<file path="src/rtl/egress_fifo_pkg.sv">
// Shared types and helpers for the egress FIFO read side: FSM encoding,
// one-hot to index conversion and round-robin pointer stepping.
package egress_fifo_pkg;

   localparam int NQ = 16;
   localparam int AW = 4;

   typedef enum logic [1:0] {
      IDLE  = 2'd0,
      ADR   = 2'd1,
      FIRST = 2'd2,
      BURST = 2'd3
   } state_t;

   function automatic logic [AW-1:0] onehot2bin(input logic [NQ-1:0] oh);
      logic [AW-1:0] b;
      b = '0;
      for (int i = 0; i < NQ; i++) begin
         if (oh[i]) b = b | AW'(i);
      end
      return b;
   endfunction

   // Next queue index in cyclic order; queue NQ-1 wraps to queue 0.
   function automatic logic [AW-1:0] rr_next(input logic [AW-1:0] p);
      return (p == AW'(NQ - 1)) ? '0 : p + 1'b1;
   endfunction

endpackage

</file>
<file path="src/rtl/egress_read_scheduler_rr_arbiter.sv">
// Combinational round-robin select: first requesting queue found when
// searching cyclically from ptr+1, as a one-hot vector and as an index.
module rr_arbiter
   import egress_fifo_pkg::*;
#(
   parameter int n = 16,
   parameter int a = 4
) (
   input  logic [n-1:0] req,
   input  logic [a-1:0] ptr,
   output logic [n-1:0] grant_oh,
   output logic [a-1:0] grant_idx,
   output logic         any
);

   logic [a-1:0] idx;
   logic         found;

   always_comb begin
      grant_oh = '0;
      found    = 1'b0;
      idx      = rr_next(ptr);
      for (int k = 0; k < n; k++) begin
         if (!found && req[idx]) begin
            grant_oh[idx] = 1'b1;
            found         = 1'b1;
         end
         idx = rr_next(idx);
      end
   end

   assign grant_idx = onehot2bin(grant_oh);
   assign any       = |req;

endmodule

</file>
<file path="src/rtl/egress_read_scheduler.sv">
// Read-side scheduler for the multi-queue egress FIFO: round-robin grant,
// read_adr/read_data burst sequencing and a q-aligned valid/last/queue tag.
module egress_read_scheduler #(
   parameter int nr_of_queues = 16,
   parameter int a_hi_size    = 4,
   parameter int burst_len    = 4,
   parameter int rd_latency   = 2
) (
   input  logic                   clk2,
   input  logic                   rst2,
   input  logic                   enable,
   input  logic [0:nr_of_queues-1] fifo_empty,
   input  logic                   dst_ready,
   output logic                   read_adr,
   output logic                   read_data,
   output logic [0:nr_of_queues-1] read_enable,
   output logic                   q_valid,
   output logic                   q_last,
   output logic [a_hi_size-1:0]   q_queue,
   output logic                   burst_short,
   output logic                   busy
);
   import egress_fifo_pkg::*;

   localparam logic [3:0] BL = 4'(burst_len);

   typedef struct packed {
      logic                 valid;
      logic                 last;
      logic [a_hi_size-1:0] queue;
   } tag_t;

   state_t                  state;
   logic [a_hi_size-1:0]    ptr;
   logic [3:0]              cnt;
   logic [nr_of_queues-1:0] req;
   logic [nr_of_queues-1:0] gnt_oh;
   logic [a_hi_size-1:0]    gnt_idx;
   logic                    any_req;
   logic                    sel_empty;
   logic                    issue;
   logic                    issue_last;
   tag_t                    pipe [rd_latency];

   always_comb begin
      req = '0;
      for (int i = 0; i < nr_of_queues; i++) req[i] = ~fifo_empty[i];
   end

   rr_arbiter #(.n(nr_of_queues), .a(a_hi_size)) u_arb (
      .req       (req),
      .ptr       (ptr),
      .grant_oh  (gnt_oh),
      .grant_idx (gnt_idx),
      .any       (any_req)
   );

   // After a grant ptr is the granted queue, so it doubles as the grant index.
   assign sel_empty = fifo_empty[ptr];

   // A word is issued in BURST only when the queue has data and dst_ready is
   // high in that same cycle; otherwise the word simply waits (no strobe).
   always_comb begin
      issue      = 1'b0;
      issue_last = 1'b0;
      read_data  = 1'b0;
      case (state)
         FIRST: begin
            issue      = 1'b1;
            issue_last = (BL == 4'd1);
         end
         BURST: begin
            if (!sel_empty && dst_ready && (cnt < BL)) begin
               read_data  = 1'b1;
               issue      = 1'b1;
               issue_last = (cnt + 4'd1 == BL);
            end
         end
         default: ;
      endcase
   end

   always_ff @(posedge clk2 or posedge rst2) begin
      if (rst2) begin
         state       <= IDLE;
         ptr         <= a_hi_size'(nr_of_queues - 1);
         cnt         <= '0;
         read_adr    <= 1'b0;
         read_enable <= '0;
         burst_short <= 1'b0;
         busy        <= 1'b0;
      end else begin
         read_adr    <= 1'b0;
         burst_short <= 1'b0;
         case (state)
            IDLE: begin
               if (enable && dst_ready && any_req) begin
                  for (int i = 0; i < nr_of_queues; i++) read_enable[i] <= gnt_oh[i];
                  ptr      <= gnt_idx;
                  read_adr <= 1'b1;
                  busy     <= 1'b1;
                  state    <= ADR;
               end
            end
            // The FIFO is committed by read_adr, so an empty flag here is ignored.
            ADR: state <= FIRST;
            FIRST: begin
               cnt <= 4'd1;
               if (issue_last) begin
                  busy  <= 1'b0;
                  state <= IDLE;
               end else begin
                  state <= BURST;
               end
            end
            BURST: begin
               if (issue) begin
                  cnt <= cnt + 4'd1;
                  if (issue_last) begin
                     busy  <= 1'b0;
                     state <= IDLE;
                  end
               end else if (sel_empty) begin
                  burst_short <= 1'b1;
                  busy        <= 1'b0;
                  state       <= IDLE;
               end
            end
            default: state <= IDLE;
         endcase
      end
   end

   always_ff @(posedge clk2 or posedge rst2) begin
      if (rst2) begin
         for (int i = 0; i < rd_latency; i++) pipe[i] <= '0;
      end else begin
         pipe[0] <= {issue, issue & issue_last, issue ? ptr : {a_hi_size{1'b0}}};
         for (int i = 1; i < rd_latency; i++) pipe[i] <= pipe[i-1];
      end
   end

   assign q_valid = pipe[rd_latency-1].valid;
   assign q_last  = pipe[rd_latency-1].last;
   assign q_queue = pipe[rd_latency-1].queue;

endmodule

</file>
<file path="config.mk">
export PLATFORM = sky130hd
export DESIGN_NAME = egress_read_scheduler
export DESIGN_NICKNAME = d
export VERILOG_FILES = /design/src/rtl/egress_fifo_pkg.sv /design/src/rtl/egress_read_scheduler_rr_arbiter.sv /design/src/rtl/egress_read_scheduler.sv
export SDC_FILE = /design/constraint.sdc
export NUM_CORES = 1
export LEC_CHECK = 0
export CORE_ASPECT_RATIO = 0.5
export CORE_MARGIN = 1.5
export CORE_UTILIZATION = 50
export CTS_BUF_LIST = sky130_fd_sc_hd__clkbuf_16
export DETAILED_ROUTE_END_ITERATION = 8
export DONT_BUFFER_PORTS = 1
export REMOVE_ABC_BUFFERS = 1
export SYNTH_ARGS = -nofsm -noshare
export SYNTH_HDL_FRONTEND = slang
export SYNTH_HIERARCHICAL = 1
export SYNTH_SLANG_ARGS = --single-unit
</file>
<file path="constraint.sdc">
create_clock -name clk2 -period 15.6 [get_ports clk2]
set_input_delay 0.78 -clock clk2 [delete_from_list [all_inputs] [get_ports clk2]]
set_output_delay 0.78 -clock clk2 [all_outputs]
set_load 0.005 [all_outputs]
</file>
* After elaboration in Yosys (flattened, before gate mapping) *
Cells that the tools add are included.

word-level totals
  register bits after elaboration = 41
  bits in latches = 0
  memory bits (writable) = 0
  bits in read-only memories = 0
  bits of input ports = 20
  output and inout bits = 26
  logic and storage cells = 333
  memories = 0

operators by class
  add/sub/neg operators = 17
  $mul = 0
  divide/modulo/power cells = 0
  order comparisons = 34
  equal/unequal tests = 24
  shift operators = 0
  muxes and demuxes = 153
  bitwise operators = 33
  reduce and logical (&&, ||, !) cells = 59

operators with widths
  kind                                                                   number
  16-bit two-way mux                                                     16
  16-bit bitwise OR                                                      15
  4-bit two-way mux                                                      26
  4-bit by 5-bit < comparator with 1-bit output, second input constant   16
  4-bit by 1-bit adder with 4-bit output, second input constant          17
  1-bit binary-select mux with 4-bit select                              17
  1-bit demux with 4-bit select                                          16
  4-bit equality test, second input constant                             16
  4-bit by 1-bit >= comparator with 1-bit output, second input constant  16
  1-bit two-way mux                                                      63
  1-bit logical AND                                                      35
  1-bit logical NOT                                                      16
  1-bit NOT                                                              16
  16-bit OR reduction                                                    1
  2-bit two-way mux                                                      7
  3-bit two-way mux                                                      4
  2-bit case mux with 4 select lines                                     1
  4-bit case mux with 2 select lines                                     1
  3-bit != test, second input constant                                   2
  3-bit AND reduction                                                    2
  5-bit >= comparator, second input constant                             1
  4-bit NOT with 5-bit output                                            1
  2-bit equality test, second input constant                             2
  4-bit by 3-bit equality test with 1-bit output, second input constant  1
  10 further kinds                                                       12

* Longest topological paths before layout *
Gate-level depths: netlist of the first run.

  word-level depth = 65
  mapped depth = 46
  depth with buffers taken out = 39

* Hierarchy *
The synthesis of the first run kept the hierarchy.

by module, submodules not included
  module                 times used  cells an instance  area an instance (um2)  sequential area each (um2)
  rr_arbiter             1           691                5119.9                  0.0
  egress_read_scheduler  1           193                1869.3                  1031.0

* Worst setup path before layout of the first run *
OpenSTA, ideal clock, no wires.

  path type = reg2reg
  start point = reg ptr[0]
  end point = reg ptr[2]
  library setup time = 0.085 ns
  arrival = 9.598 ns
  data required time = 15.515 ns
  path slack = 5.917 ns
  stages on the path, launching flop included = 43
  path buffers = 5
  period minus slack after synthesis = 9.683 ns
  cells stage by stage = dfstp_2 > ha_1 > buf_2 > buf_1 > a31oi_2 > clkbuf_1 > nand2_1 > nor4_1 > or2_2 > ha_1 > and2_1 > a31oi_1 > nand3_1 > inv_1 > ha_1 > clkbuf_1 > nand2_1 > o21ai_0 > (+7 left out) > mux2_2 > inv_1 > ha_1 > nor4_2 > o221a_2 > o32ai_4 > mux2_4 > mux2_4 > o311a_4 > o211ai_1 > o211a_2 > mux4_2 > nand3_1 > o221ai_1 > nor4_1 > nand4b_1 > nand2_1 > o21ai_0

on the way
  elaborated cells on any way between the ends = 248
  classes of those cells = add/sub (16); order compare (32); eq/ne (16); mux (123); bitwise (15); reduce/logical (46)

RTL lines
  item                                                                                  line                                    text
  start, declared                                                                       egress_read_scheduler.sv:34             logic [a_hi_size-1:0] ptr;
  start signal, assigned                                                                egress_read_scheduler.sv:86             ptr <= a_hi_size'(nr_of_queues - 1);
  start signal, assigned                                                                egress_read_scheduler.sv:99             ptr <= gnt_idx;
  4-bit by 1-bit adder with 4-bit output / 4-bit equality test (equally long branches)  egress_fifo_pkg.sv:26                   return (p == AW'(NQ - 1)) ? '0 : p + 1'b1;
  4-bit two-way mux (*)                                                                 egress_fifo_pkg.sv:26
  branches (longest 47 deep; another with 4-bit by 1-bit adder with 4-bit output)       -
  16-bit two-way mux (*)                                                                egress_read_scheduler_rr_arbiter.sv:24  if (!found && req[idx]) begin
  via gnt_oh[15]                                                                        egress_read_scheduler.sv:37             logic [nr_of_queues-1:0] gnt_oh;
  4-bit two-way mux (*)                                                                 egress_fifo_pkg.sv:19                   if (oh[i]) b = b | AW'(i);
  via gnt_idx[2]                                                                        egress_read_scheduler.sv:38             logic [a_hi_size-1:0] gnt_idx;

Mark *: on every way through the listed nets, which the timed path passes. The select of a mux whose other input is x is not followed.
A chain may end at the register's enable or synchronous reset.

* Worst setup path after layout of the first run *
  start point = reg ptr[0]
  end point = reg ptr[1]

The elaborated chain is that of the path after synthesis.

==> impl_metrics.json, run 1 <==
{
  "status": "finished, final reports clean",
  "clk_path_buf_depth": 2,
  "ys_async_sr_fraction": 1.000,
  "ff2ff_path_depth": 38,
  "critPathLaunchType": "flop",
  "root_buffer": "clkbuf_16",
  "cts_buffers": 5,
  "final_core_util": 0.5276,
  "setup_viol": 0,
  "drive_gt1_frac": 0.1162,
  "overflow": 0,
  "die_y_um": 86.60,
  "holdPathStages": 0,
  "final_common_cell": "nand2_1",
  "cp-end-kind": "flop",
  "whs_ps": 352.6,
  "synth_area_mm2": 0.006989,
  "gp_congestion": 1.041,
  "syn_area_per_cell_um2": 7.906,
  "synth_warnings": 6,
  "drc": 0,
  "rows": 30,
  "hold_path_class": "reg2reg",
  "hold_viol_final": 0,
  "multiInputGateArea_mm2": 0.005404,
  "clk_pin_slew_ps": 60,
  "crit_fanout": 21,
  "clk_latency_ps": 280,
  "routed_wl_mm": 26.65,
  "fin_crit_ps": 12520,
  "maxCapViolCount": 0,
  "fp.dieW_um": 170.2,
  "diodes": 0,
  "synth_cells": 884,
  "worstPathRequired_ps": 15810,
  "grt_setup_unrepaired": "no",
  "port_buffers": 0,
  "grt.total_usage": 0.3637,
  "post_drt_wl_per_cell_um": 25.95,
  "relSlewSlack": 0.3724,
  "path_class": "reg2reg",
  "fin_crit_sh": 0.8025,
  "seq_area_frac_synth": 0.1475,
  "worst_pin_slew_ps": 938.6,
  "initial_core_util": 0.5144,
  "critPathSlowestCell": "dfstp_2",
  "drtPass1Iterations": 8,
  "ys.flop_type": "dfrtp_1",
  "ys_types": 95,
  "holdBufCountCts": 0,
  "dr_total_vias": 7545,
  "synth-edff-count": 0,
  "arrival_ps": 12730,
  "fin_setup_tns_ps": 0,
  "antenna_found_initial": 0,
  "htreeDepth": 2,
  "drtAntennaViolNets": 0,
  "cts_num_sinks": 41,
  "grt_pass1_wl_mm": 41.06,
  "max_stage_delay_ps": 800,
  "grt_pass1_vias": 6725,
  "grt_max_degree": 48,
  "drtIter0Drc": 1421,
  "syn2layout_area_growth_pct": 2.578,
  "die-area_mm2": 0.01474,
  "cp_common_cell": "ha_1",
  "viasPerCell": 7.347,
  "nFillCells": 1331,
  "ctsResizeCount": 0,
  "final_cell_mix": "nand2_1 (130), inv_1 (60), nor2_1 (55), ha_1 (46), dfrtp_1 (37)",
  "post_cts_buffers": 0,
  "clock.fmax_ghz": 0.07987,
  "cts_tree": "yes",
  "core_mm2": 0.01359,
  "pin_count": 46,
  "clock-skew-final_ps": 8.486,
  "dpl.hpwl_mm": 19.51,
  "maxSlewViolCount": 0,
  "nets": 900,
  "ff_latch_area_mm2": 0.001031,
  "ys_ff_latch": 41
}
## layout make-up
cell class / count / share of cell area
multi-input cells: 707 / 0.7538
flip-flops and latches: 41 / 0.1438
inverters: 65 / 0.03438
well taps: 192 / 0.03351
clock buffers: 5 / 0.01745
repair buffers: 14 / 0.01466
clock inverters: 3 / 0.002443
## cells in the mapped netlist (4+ instances only)
cell type / n / area share
a221oi_1: 21 / 0.026
buf_2: 6 / 0.0043
dfstp_2: 4 / 0.015
nor4_1: 10 / 0.0090
o2111ai_1: 4 / 0.0050
a221o_1: 8 / 0.011
and4_1: 7 / 0.0088
a31oi_1: 9 / 0.0081
a21oi_1: 15 / 0.011
a311oi_1: 5 / 0.0063
ha_1: 46 / 0.082
nand4_1: 26 / 0.023
and2_1: 16 / 0.014
inv_1: 60 / 0.032
o221ai_1: 25 / 0.031
mux2_2: 5 / 0.0081
nor3b_1: 4 / 0.0043
nand3_1: 33 / 0.024
nor3_1: 25 / 0.018
nand2b_1: 9 / 0.0081
mux2i_1: 27 / 0.039
a311o_1: 7 / 0.010
nor2_1: 55 / 0.030
a211o_1: 9 / 0.011
mux4_2: 25 / 0.081
o21a_1: 5 / 0.0054
o211ai_1: 10 / 0.011
dfrtp_1: 37 / 0.13
nand2_1: 130 / 0.070
buf_4: 7 / 0.0075
a31o_2: 4 / 0.0050
nor2b_1: 4 / 0.0036
mux2_4: 5 / 0.011
and3_1: 27 / 0.024
or2_2: 4 / 0.0036
clkbuf_1: 54 / 0.029
a211oi_1: 18 / 0.019
a32o_1: 16 / 0.023
o21ai_0: 17 / 0.012
## final timing paths
| path | startpoint | endpoint | slack (ps) |
|---|---|---|---|
| min in group asynchronous | rst2 | read_enable[9] | 520 |
| max in group asynchronous | rst2 | ptr[1] | 14720 |
| worst max register to register | ptr[0] | ptr[1] | 3080 |
| worst min-delay path | pipe[6] | q_queue[0] | 350 |
| worst max-delay path | ptr[0] | ptr[1] | 3080 |
| worst min register to register | pipe[6] | q_queue[0] | 350 |
## critical path, delay by kind of cell, from the launching register on
family / cells / cell delay (ps)
compound gates: 11 / 3550
flops: 1 / 800
fa+ha+maj: 5 / 2140
buf+inv: 5 / 1470
mux: 3 / 1230
simple gates: 14 / 3230
## cells by family after synthesis
logic type | count (synthesis) | share of synthesized area
AO/OA/AOI/OAI | 218 | 0.2644
multiplexers | 67 | 0.1506
AND/OR/NAND/NOR | 371 | 0.2675
buffers and inverters | 136 | 0.07931
flip-flops | 41 | 0.1475
XOR/XNOR | 5 | 0.008414
adder cells (fa/ha/maj) | 46 | 0.08235
## per-layer routing
metal | GRT usage | vias up | share of wire
met2 | 0.4885 | 584 | 0.38
met1 | 0.5448 | 3620 | 0.44
met4 | 0.09332 | 0 | 0.024
li1 | - | 3279 | -
met3 | 0.1215 | 62 | 0.16
met5 | 0 | - | 0
## through the flow
step	instance area, um^2	setup WS (ps)	std cells
4_1_cts	7169	3394	1027
5_1_grt	7169	2384	1027
6_report	7169	3080	1027
2_1_floorplan	6681	5312	813
3_3_place_gp	7027	3714	1019
3_5_place_dp	7027	3426	1019
## state kept, by name, indices dropped and copies added, names as in the netlist
signal,count
q_last,1
busy,1
read_enable,16
cnt,4
ptr,4
pipe,6
state,2
read_adr,1
burst_short,1
q_valid,1
q_queue,4
Power of run 1 is left out: the tool's default activity adds up to more than one toggle a clock period on the data nets, which glitch-free logic cannot reach.
==> run 2, diff against run 1 <==
==> constraint.sdc (replaced) <==
create_clock -name clk2 -period 12.84 [get_ports clk2]
set_input_delay 0.642 -clock clk2 [delete_from_list [all_inputs] [get_ports clk2]]
set_output_delay 0.642 -clock clk2 [all_outputs]
set_load 0.005 [all_outputs]
==> run 2 against run 1 <==
Effect of this change:
- global-route usage is 0.056 points lower
- largest cell class unchanged
- sequential cell count stayed put
- via count is 1.9% lower
- core utilization is 0.20 points higher
- count of clock-buffer cells in the layout stayed put
- hold slack better by 1.1 ps
==> impl_metrics.json, run 2 (same netlist as run 1, synthesis figures left out) <==
{
  "die_y_um": 86.60,
  "post_cts_buffers": 0,
  "clk_path_buf_depth": 2,
  "grt_setup_unrepaired": "no",
  "core_mm2": 0.01359,
  "crit_fanout": 21,
  "dpl.hpwl_mm": 19.48,
  "nets": 901,
  "drive_gt1_frac": 0.1148,
  "worst_pin_slew_ps": 1278,
  "cp-end-kind": "flop",
  "routed_wl_mm": 26.37,
  "cts_tree": "yes",
  "grt_pass1_wl_mm": 40.75,
  "status": "finished, final reports clean",
  "cts_buffers": 5,
  "reg_top3": "read_enable (16), pipe (6)",
  "worstPathRequired_ps": 13030,
  "antenna_found_initial": 0,
  "diodes": 0,
  "maxCapViolCount": 0,
  "nFillCells": 1320,
  "grt_pass1_vias": 6691,
  "htreeDepth": 2,
  "port_buffers": 0,
  "ctsResizeCount": 0,
  "initial_core_util": 0.5144,
  "gp_congestion": 1.035,
  "grt_max_degree": 48,
  "clock-skew-final_ps": 2.914,
  "top_register": "read_enable",
  "cts_num_sinks": 41,
  "fin_setup_tns_ps": 0,
  "reg2reg_from": "ptr[0]",
  "max_stage_delay_ps": 790,
  "startpoint": "ptr[0]",
  "viasPerCell": 7.201,
  "critPathLaunchType": "flop",
  "drc": 0,
  "final_cell_mix": "nand2_1 (130), inv_1 (61), nor2_1 (55), ha_1 (46), dfrtp_1 (37)",
  "holdBufCountCts": 0,
  "dr_total_vias": 7403,
  "maxSlewViolCount": 0,
  "drtIter0Drc": 1001,
  "cp_common_cell": "ha_1",
  "grt.total_usage": 0.3632,
  "die-area_mm2": 0.01474,
  "largest_reg_flops": 16,
  "fin_crit_ps": 11820,
  "relSlewSlack": 0.1451,
  "rows": 30,
  "final_common_cell": "nand2_1",
  "hold_path_class": "reg2reg",
  "hold_viol_final": 0,
  "clk_latency_ps": 280,
  "critPathSlowestCell": "dfstp_2",
  "fin_crit_sh": 0.9209,
  "root_buffer": "clkbuf_16",
  "post_drt_wl_per_cell_um": 25.65,
  "fp.dieW_um": 170.2,
  "arrival_ps": 12020,
  "path_class": "reg2reg",
  "setup_viol": 0,
  "syn2layout_area_growth_pct": 2.972,
  "min-delay-start": "pipe[9]",
  "overflow": 0,
  "pin_count": 46,
  "drtAntennaViolNets": 0,
  "drtPass1Iterations": 5,
  "clock.fmax_ghz": 0.08457,
  "clk_pin_slew_ps": 60
}
-- run 2: cell types whose count changed in the layout (fill, tap and decap cells not counted), sizes merged --
cell      before  now
inv           62   63
clkinv         5    4
bufinv         0    1
buf           14   15
clkinvlp       1    0
-- run 2: critical path: cells and delay by family (launching register included) --
family	cells	cell delay [ps]
buf+inv	5	1020
compound gates	9	2640
simple gates	15	3620
flops	1	790
mux	4	1490
fa+ha+maj	5	2120
-- run 2: path summary, 6_finish.rpt --
check,end,slack (ps),cells past startpoint
worst max-delay path,ptr[2],1020,38
worst min-delay path,q_queue[3],350,0
worst max register to register,ptr[2],1020,38
worst min register to register,q_queue[3],350,0
max in group asynchronous,ptr[3],12080,2
min in group asynchronous,read_enable[4],390,2
-- run 2: routing by layer --
| layer | vias up | share of wire | GRT usage | wire length [um] |
|---|---|---|---|---|
| met3 | 42 | 0.15 | 0.1301 | 3903 |
| li1 | 3281 | - | - | - |
| met5 | - | 0 | 0 | 0 |
| met1 | 3581 | 0.44 | 0.5341 | 11610 |
| met4 | 0 | 0.017 | 0.08447 | 449 |
| met2 | 499 | 0.39 | 0.4978 | 10400 |
-- run 2: area by class of cell --
| class | instances | area, um^2 | area share |
|---|---|---|---|
| clock inverters | 3 | 37.54 | 0.005216 |
| inverters | 65 | 246.5 | 0.03425 |
| repair buffers | 15 | 112.6 | 0.01565 |
| well taps | 192 | 240.2 | 0.03338 |
| clock buffers | 5 | 125.1 | 0.01739 |
| multi-input cells | 707 | 5404 | 0.7509 |
| flip-flops and latches | 41 | 1031 | 0.1433 |
-- run 2: metrics by stage --
| step | instances | hold slack, ps | worst slack [ps] | utilization | area, um^2 |
|---|---|---|---|---|---|
| detailed placement | 1020 | 337.8 | 1174 | 0.5177 | 7034 |
| finish | 1028 | 353.7 | 1015 | 0.5297 | 7197 |
| global placement | 1020 | 340.1 | 1437 | 0.5177 | 7034 |
| global route | 1028 | 358.4 | 41.03 | 0.5297 | 7197 |
| floorplan | 813 | 331.2 | 2552 | - | 6681 |
| CTS | 1028 | 355.2 | 1165 | 0.5297 | 7197 |
Power of run 2 is left out for the same reason.
